[config.mk]
export PLATFORM = sky130hd
export DESIGN_NAME = port_lane_serializer
export DESIGN_NICKNAME = d
export VERILOG_FILES = /design/src/rtl/port_lane_serializer_pkg.sv /design/src/rtl/port_lane_serializer_lane_extract.sv /design/src/rtl/port_lane_serializer.sv
export SDC_FILE = /design/constraint.sdc
export NUM_CORES = 1
export LEC_CHECK = 0
export CAP_MARGIN = 25
export CORE_MARGIN = 5
export CORE_UTILIZATION = 45
export DETAILED_ROUTE_END_ITERATION = 6
export GPL_ROUTABILITY_DRIVEN = 0
export PLACE_DENSITY = 0.76
export RECOVER_POWER = 100
export SYNTH_ARGS = -nofsm -noshare
export SYNTH_HDL_FRONTEND = slang
export SYNTH_SLANG_ARGS = --single-unit
[constraint.sdc]
create_clock -name clk -period 2.15 [get_ports clk]
set_clock_uncertainty 0.1 [all_clocks]
set_input_delay 0.215 -clock clk [delete_from_list [all_inputs] [get_ports clk]]
set_output_delay 0.215 -clock clk [all_outputs]
set_load 0.01 [all_outputs]
[src/rtl/port_lane_serializer_pkg.sv]
// Shared types and helpers for the lane serializer: FSM state, index sizing
// and the lane extension rule.
package port_lane_pkg;

    typedef enum logic [0:0] {
        IDLE  = 1'b0,
        SHIFT = 1'b1
    } state_e;

    localparam int unsigned EXT_W = 64;

    function automatic int unsigned idx_w(input int unsigned n);
        return (n <= 1) ? 1 : $clog2(n);
    endfunction

    // Lane arrives zero-padded to EXT_W; caller truncates the result to its output width.
    function automatic logic [EXT_W-1:0] lane_ext(input logic [EXT_W-1:0] lane,
                                                  input int unsigned       lane_w,
                                                  input logic              signed_en);
        logic [EXT_W-1:0] keep;
        logic [5:0]       top;
        keep = (lane_w >= EXT_W) ? '1 : ((EXT_W'(1) << lane_w) - EXT_W'(1));
        top  = 6'(lane_w - 1);
        if (signed_en && lane[top]) begin
            return lane | ~keep;
        end
        return lane & keep;
    endfunction

endpackage

[src/rtl/port_lane_serializer_lane_extract.sv]
// Combinational lane select plus sign/zero extension; registered by the parent.
module lane_extract
    import port_lane_pkg::*;
#(
    parameter int IN_W   = 8,
    parameter int LANE_W = 4,
    parameter int OUT_W  = 8,
    parameter int SIGNED = 0,
    parameter int IDX_W  = 1
) (
    input  logic [IN_W-1:0]  word,
    input  logic [IDX_W-1:0] lane_sel,
    output logic [OUT_W-1:0] lane_out
);

    logic [LANE_W-1:0] lane_bits;

    always_comb begin
        lane_bits = LANE_W'(word >> (int'(lane_sel) * LANE_W));
        lane_out  = OUT_W'(lane_ext(EXT_W'(lane_bits), LANE_W, SIGNED != 0));
    end

endmodule

[src/rtl/port_lane_serializer.sv]
// Splits each accepted IN_W-bit word into NLANES registered lane beats,
// with per-word beat order and sign/zero extension to OUT_W.
module port_lane_serializer
    import port_lane_pkg::*;
#(
    parameter  int IN_W   = 8,
    parameter  int LANE_W = 4,
    parameter  int OUT_W  = 8,
    parameter  int SIGNED = 0,
    localparam int NLANES = IN_W / LANE_W,
    localparam int IDX_W  = idx_w(NLANES)
) (
    input  logic             clk,
    input  logic             rst,
    input  logic             s_valid,
    output logic             s_ready,
    input  logic [IN_W-1:0]  s_data,
    input  logic             s_msb_first,
    output logic             m_valid,
    input  logic             m_ready,
    output logic [OUT_W-1:0] m_data,
    output logic [IDX_W-1:0] m_idx,
    output logic             m_last
);

    if (IN_W % LANE_W != 0) begin : g_bad_in_w
        $error("port_lane_serializer: IN_W must be a multiple of LANE_W");
    end
    if (OUT_W < LANE_W) begin : g_bad_out_w
        $error("port_lane_serializer: OUT_W must be at least LANE_W");
    end

    localparam logic [IDX_W-1:0] LAST_BEAT = IDX_W'(NLANES - 1);

    state_e           state_q, state_d;
    logic [IN_W-1:0]  word_q, word_d;
    logic             msb_first_q, msb_first_d;
    logic [IDX_W-1:0] beat_q, beat_d;
    logic             m_valid_q, m_valid_d;
    logic [OUT_W-1:0] m_data_q, m_data_d;
    logic [IDX_W-1:0] m_idx_q, m_idx_d;
    logic             m_last_q, m_last_d;

    logic             accept, advance, done;
    logic [IN_W-1:0]  ext_word;
    logic             ext_msb;
    logic [IDX_W-1:0] ext_lane;
    logic [OUT_W-1:0] ext_data;

    // A newly accepted word feeds the extractor directly so its first beat
    // lands in the output register on the very next edge.
    lane_extract #(
        .IN_W  (IN_W),
        .LANE_W(LANE_W),
        .OUT_W (OUT_W),
        .SIGNED(SIGNED),
        .IDX_W (IDX_W)
    ) u_lane_extract (
        .word    (ext_word),
        .lane_sel(ext_lane),
        .lane_out(ext_data)
    );

    always_comb begin
        s_ready = 1'b0;
        if (!rst) begin
            s_ready = (state_q == IDLE) || (m_valid_q && m_last_q && m_ready);
        end
        accept  = s_valid && s_ready;
        advance = (state_q == SHIFT) && m_valid_q && m_ready && !m_last_q;
        done    = (state_q == SHIFT) && m_valid_q && m_ready && m_last_q;

        ext_word = accept ? s_data : word_q;
        ext_msb  = accept ? s_msb_first : msb_first_q;
        beat_d   = accept ? '0 : (advance ? beat_q + 1'b1 : beat_q);
        ext_lane = ext_msb ? LAST_BEAT - beat_d : beat_d;

        state_d     = state_q;
        word_d      = word_q;
        msb_first_d = msb_first_q;
        m_valid_d   = m_valid_q;
        m_data_d    = m_data_q;
        m_idx_d     = m_idx_q;
        m_last_d    = m_last_q;

        if (accept) begin
            state_d     = SHIFT;
            word_d      = s_data;
            msb_first_d = s_msb_first;
            m_valid_d   = 1'b1;
            m_data_d    = ext_data;
            m_idx_d     = ext_lane;
            m_last_d    = (beat_d == LAST_BEAT);
        end else if (advance) begin
            m_data_d = ext_data;
            m_idx_d  = ext_lane;
            m_last_d = (beat_d == LAST_BEAT);
        end else if (done) begin
            state_d   = IDLE;
            m_valid_d = 1'b0;
        end
    end

    always_ff @(posedge clk or posedge rst) begin
        if (rst) begin
            state_q     <= IDLE;
            word_q      <= '0;
            msb_first_q <= 1'b0;
            beat_q      <= '0;
            m_valid_q   <= 1'b0;
            m_data_q    <= '0;
            m_idx_q     <= '0;
            m_last_q    <= 1'b0;
        end else begin
            state_q     <= state_d;
            word_q      <= word_d;
            msb_first_q <= msb_first_d;
            beat_q      <= beat_d;
            m_valid_q   <= m_valid_d;
            m_data_q    <= m_data_d;
            m_idx_q     <= m_idx_d;
            m_last_q    <= m_last_d;
        end
    end

    assign m_valid = m_valid_q;
    assign m_data  = m_data_q;
    assign m_idx   = m_idx_q;
    assign m_last  = m_last_q;

endmodule

==> tab_implementation.tex, run 1 <==
\begin{tabular}{lr}
\hline
Metric & Value \\
\hline
\multicolumn{2}{l}{\textbf{Critical path}} \\
\quad Worst R2R Start & m\_valid \\
\quad Slowest cell on the critical path & sky130\_fd\_sc\_hd\_\_dlygate4sd3\_1 \\
\quad Termination of the worst setup path & s\_ready \\
\quad Critical Path Max Stage Delay & 0.60 ns \\
\quad Data required time of the critical path & 1.84 ns \\
\quad Critical Path, Cell by Cell & a21boi\_4 > nor2\_1 > dlygate4sd3\_1 \\
\quad Endpoint arrival time on the critical path & 1.65 ns \\
\quad Start point of the critical path & m\_valid \\
\quad RR Endpoint & m\_data[0] \\
\quad FF-to-FF path depth & 4 \\
\quad Crit path capture type & output port \\
\quad Worst-case register-to-register setup slack & between 0.2 and 0.3 ns \\
\quad Nature of the critical path startpoint & flop \\
\quad Highest net fanout along the worst path & 7 \\
\quad Worst setup path category & flop to output port \\
\multicolumn{2}{l}{\textbf{Synth}} \\
\quad Post-synthesis instance total & 80 \\
\quad Synth Cell Area & 863 um2 \\
\quad Largest area contributor in the netlist & sky130\_fd\_sc\_hd\_\_dfrtp\_1 \\
\quad Yosys reg bits & 17 \\
\quad Share of flip-flops with an asynchronous set or reset & 100\% \\
\quad Main synth FF type & sky130\_fd\_sc\_hd\_\_dfrtp\_1 \\
\quad Distinct cell type count after synthesis & 28 \\
\quad Sequential share of the synthesized area & 49.3\% \\
\quad Most instantiated cells after synthesis & sky130\_fd\_sc\_hd\_\_dfrtp\_1, sky130\_fd\_sc\_hd\_\_inv\_1, sky130\_fd\_sc\_hd\_\_nor2\_1, sky130\_fd\_sc\_hd\_\_buf\_4, sky130\_fd\_sc\_hd\_\_nand2\_1 \\
\quad Number of warnings reported in the yosys synthesis log & 0 \\
\quad Largest cells by area after synthesis & sky130\_fd\_sc\_hd\_\_dfrtp\_1, sky130\_fd\_sc\_hd\_\_inv\_1, sky130\_fd\_sc\_hd\_\_mux2\_2, sky130\_fd\_sc\_hd\_\_mux2i\_1, sky130\_fd\_sc\_hd\_\_buf\_4 \\
\quad Number of enable flip-flop cells after synthesis & 0 \\
\quad Leading cell type by number of instances after synthesis & sky130\_fd\_sc\_hd\_\_dfrtp\_1 \\
\quad Fraction of synthesized cell area taken by the top area cell type & 49.3\% \\
\quad Synthesized area per cell & approximately 11 um2 \\
\multicolumn{2}{l}{\textbf{Placement}} \\
\quad Worst slack after detailed placement & between 0.03 and 0.04 ns \\
\quad I/O Buffers & 20 \\
\quad Instance area after placement & approximately 1100 um2 \\
\quad Post-detailed-placement half-perimeter wirelength & around 1300 um \\
\quad Number of placed cells counting well taps & 123 \\
\multicolumn{2}{l}{\textbf{Min path}} \\
\quad Hold WC Path Type & input port to async pin \\
\multicolumn{2}{l}{\textbf{Detailed routing}} \\
\quad Final antenna-violating net count & 0 \\
\quad Length of the first detailed-routing pass in iterations & 4 \\
\quad Routed length per instance & roughly 13 um \\
\quad Total Routed Length & 1710 um \\
\quad Number of DRC markers after the initial detailed-route iteration & 10 \\
\quad Average vias per placed instance & roughly 5 \\
\quad Total via count after detailed routing & approximately 640 \\
\quad Remaining design rule violation count & 0 \\
\multicolumn{2}{l}{\textbf{STA}} \\
\quad Final critical-path required period & 1.97 ns \\
\quad RSZ-0062 raised after global routing & no \\
\quad Count of endpoints failing hold in the final timing report & 0 \\
\quad Max-slew headroom at the worst pin & 56.2\% \\
\quad Worst hold slack after final layout & 0.391 ns \\
\quad Setup\_tns & 0 ns \\
\quad Pins over their slew limit & 0 \\
\quad Transition time at the pin with the least slew margin & 0.657 ns \\
\quad Final worst-path setup slack & 0.180 ns \\
\quad Setup violators final & 0 \\
\quad Achievable Freq & just over 500 MHz \\
\quad Period utilisation layout & 91.6\% \\
\multicolumn{2}{l}{\textbf{Floorplanning}} \\
\quad Number of I/O pins & 25 \\
\quad Die Footprint & 2890 um2 \\
\quad Standard-cell row count & 15 \\
\quad Core Region & 1780 um2 \\
\quad Initial standard-cell utilization of the core & between 40 and 50\% \\
\quad Width of the die & about 54 um \\
\quad Die Y & 53.8 um \\
\multicolumn{2}{l}{\textbf{Clocking}} \\
\quad Clock Pin Slew Worst Setup and Hold Paths & approximately 0.10 ns \\
\quad CTS root buffer & sky130\_fd\_sc\_hd\_\_clkbuf\_4 \\
\quad Maximum root-to-sink buffer count & 2 \\
\quad Number of hold-repair buffers added at the cts stage & 0 \\
\quad TritonCTS clock tree & built \\
\quad Clock latency of the later-clocked register in the worst-skew pair & 0.29 ns \\
\quad Level count of the clock H-tree & 1 \\
\quad Cts bufs inserted & 3 \\
\quad Number of clock sinks & 17 \\
\quad Post-CTS setup buffer count & 0 \\
\quad Post-cts resize count & 0 \\
\multicolumn{2}{l}{\textbf{GRT}} \\
\quad Vias in the first global route & 660 \\
\quad Sum of overflow across all layers after global routing & 0 \\
\quad Initial antenna violation count & 0 \\
\quad Global-route wire length before repair & 2830 um \\
\quad Met2 usage in global routing & between 20 and 25\% \\
\quad Highest-utilization routing layer at the global route stage & met2 \\
\quad Pin count of the biggest net entering global routing & 18 \\
\quad GRT met3 Usage & 5.82\% \\
\quad Overall fraction of global-route tracks in use & roughly 13\% \\
\quad Met1 GRT Util & 16.8\% \\
\multicolumn{2}{l}{\textbf{Final layout}} \\
\quad Number of diodes & 0 \\
\quad Count of nets after finishing & 116 \\
\quad Fillcell total & 152 \\
\quad Final standard cell area without fillers & 1080 um2 \\
\quad Layout cell share with drive strength beyond 1 & about a tenth \\
\quad Growth of design area from synthesis to finish & 25.1\% \\
\quad Final cell count without fillers & 127 \\
\multicolumn{2}{l}{\textbf{Pwr}} \\
\quad Net switching fraction of the power & 36.8\% \\
\quad VDD IR-drop max & between 0.0008 and 0.0009 V \\
\quad Leakage component of the power & 0.499 nW \\
\quad Clock power frac & 12.2\% \\
\quad Power per standard cell area & 1280 nW/um2 \\
\quad Fraction of power consumed by combinational cells & 44.2\% \\
\quad Cell-internal power & 0.875 mW \\
\quad Net switching power & 0.510 mW \\
\quad Power share of the sequential group & 43.6\% \\
\multicolumn{2}{l}{\textbf{Flow run}} \\
\quad Count of max-cap constraint violations & 0 \\
\multicolumn{2}{l}{\textbf{Outcome}} \\
\quad Status & complete, no violations \\
\hline
\end{tabular}
[power groups by stage]
stage / sequential, mW / clock (mW) / combinational [mW]
floorplan: 0.617 / 0 / 0.394
global placement: 0.605 / 0 / 0.631
detailed placement: 0.611 / 0 / 0.645
CTS: 0.606 / 0.175 / 0.648
global route: 0.628 / 0.194 / 0.673
finish: 0.603 / 0.169 / 0.612
[area by class of cell]
class | instances | area, um2 | area share (%)
Inverter | 9 | 33.8 | 3.13
Tap cell | 25 | 31.3 | 2.90
Timing Repair Buffer | 21 | 208 | 19.2
Sequential cell | 17 | 425 | 39.4
Multi-Input combinational cell | 51 | 355 | 32.9
Clock buffer | 4 | 26.3 | 2.43
[kinds of logic after synthesis]
family,after synthesis,synth area share [%]
compound gates,17,16.2
xor+xnor,3,3.04
buf+inv,15,10.0
flops,17,49.3
mux,6,7.39
other cells,1,0.434
simple gates,21,13.6
[cells in the final DEF (no fill, tap or decap), drive strengths merged]
master,instances
conb,4
a21o,1
a221o,1
buf,1
dfrtp,17
o22ai,3
or2,1
inv,9
nand2,4
nor3b,1
a211oi,1
clkdlybuf4s50,11
nor2,7
xnor2,2
a221oi,3
clkbuf,4
mux2,3
a21boi,1
xor2,1
a41oi,1
a22o,1
mux2i,3
nand3,2
nand2b,4
a22oi,1
nand3b,2
o21ai,3
a31oi,1
dlygate4sd3,9
[worst max-delay path: cells and delay by family, from the launching register on]
| kind | cells | cell delay (ns) |
|---|---|---|
| flip-flops | 1 | 0.46 |
| buffers and inverters | 1 | 0.60 |
| AND/OR/NAND/NOR | 1 | 0.06 |
| AO/OA/AOI/OAI | 1 | 0.25 |
[per-layer routing]
| layer | routed length, um | up-vias |
|---|---|---|
| met3 | 147 | 0 |
| met4 | 0 | 0 |
| met1 | 769 | 297 |
| met5 | 0 | - |
| met2 | 791 | 27 |
| li1 | - | 314 |
[how the worst min path moves through the flow]
stage / start / to / slack, ns / depth (start not counted)
floorplan: rst / beat_q / 0.04 / 1
global placement: word_q[1] / word_q[1] / 0.37 / 2
detailed placement: word_q[1] / word_q[1] / 0.37 / 2
CTS: rst / m_valid / 0.29 / 2
global route: s_data[4] / m_data[0] / 0.40 / 3
finish: rst / m_last / 0.39 / 2
[sequential cells by signal, indices dropped and copies added (netlist names)]
register and flops:
beat_q 1, m_data 4, m_idx 1, m_last 1
m_valid 1, msb_first_q 1, word_q 8
[through the flow]
step | util [%] | power (mW)
final | 60.6 | 1.38
after global routing | 60.6 | 1.49
after CTS | 61.0 | 1.43
after detailed placement | 59.5 | 1.26
after global placement | 59.5 | 1.24
after floorplan | - | 1.01
No activity file was read; power rests on OpenSTA's default activity.
==> inputs of run 2 (changes only) <==
--- a/config.mk
+++ b/config.mk
@@ -15,3 +15,4 @@
 export SYNTH_ARGS = -nofsm -noshare
 export SYNTH_HDL_FRONTEND = slang
 export SYNTH_SLANG_ARGS = --single-unit
+export TNS_END_PERCENT = 10
==> results of run 2 <==
The final DEF is identical to that of run 1; final timing and power are the same.
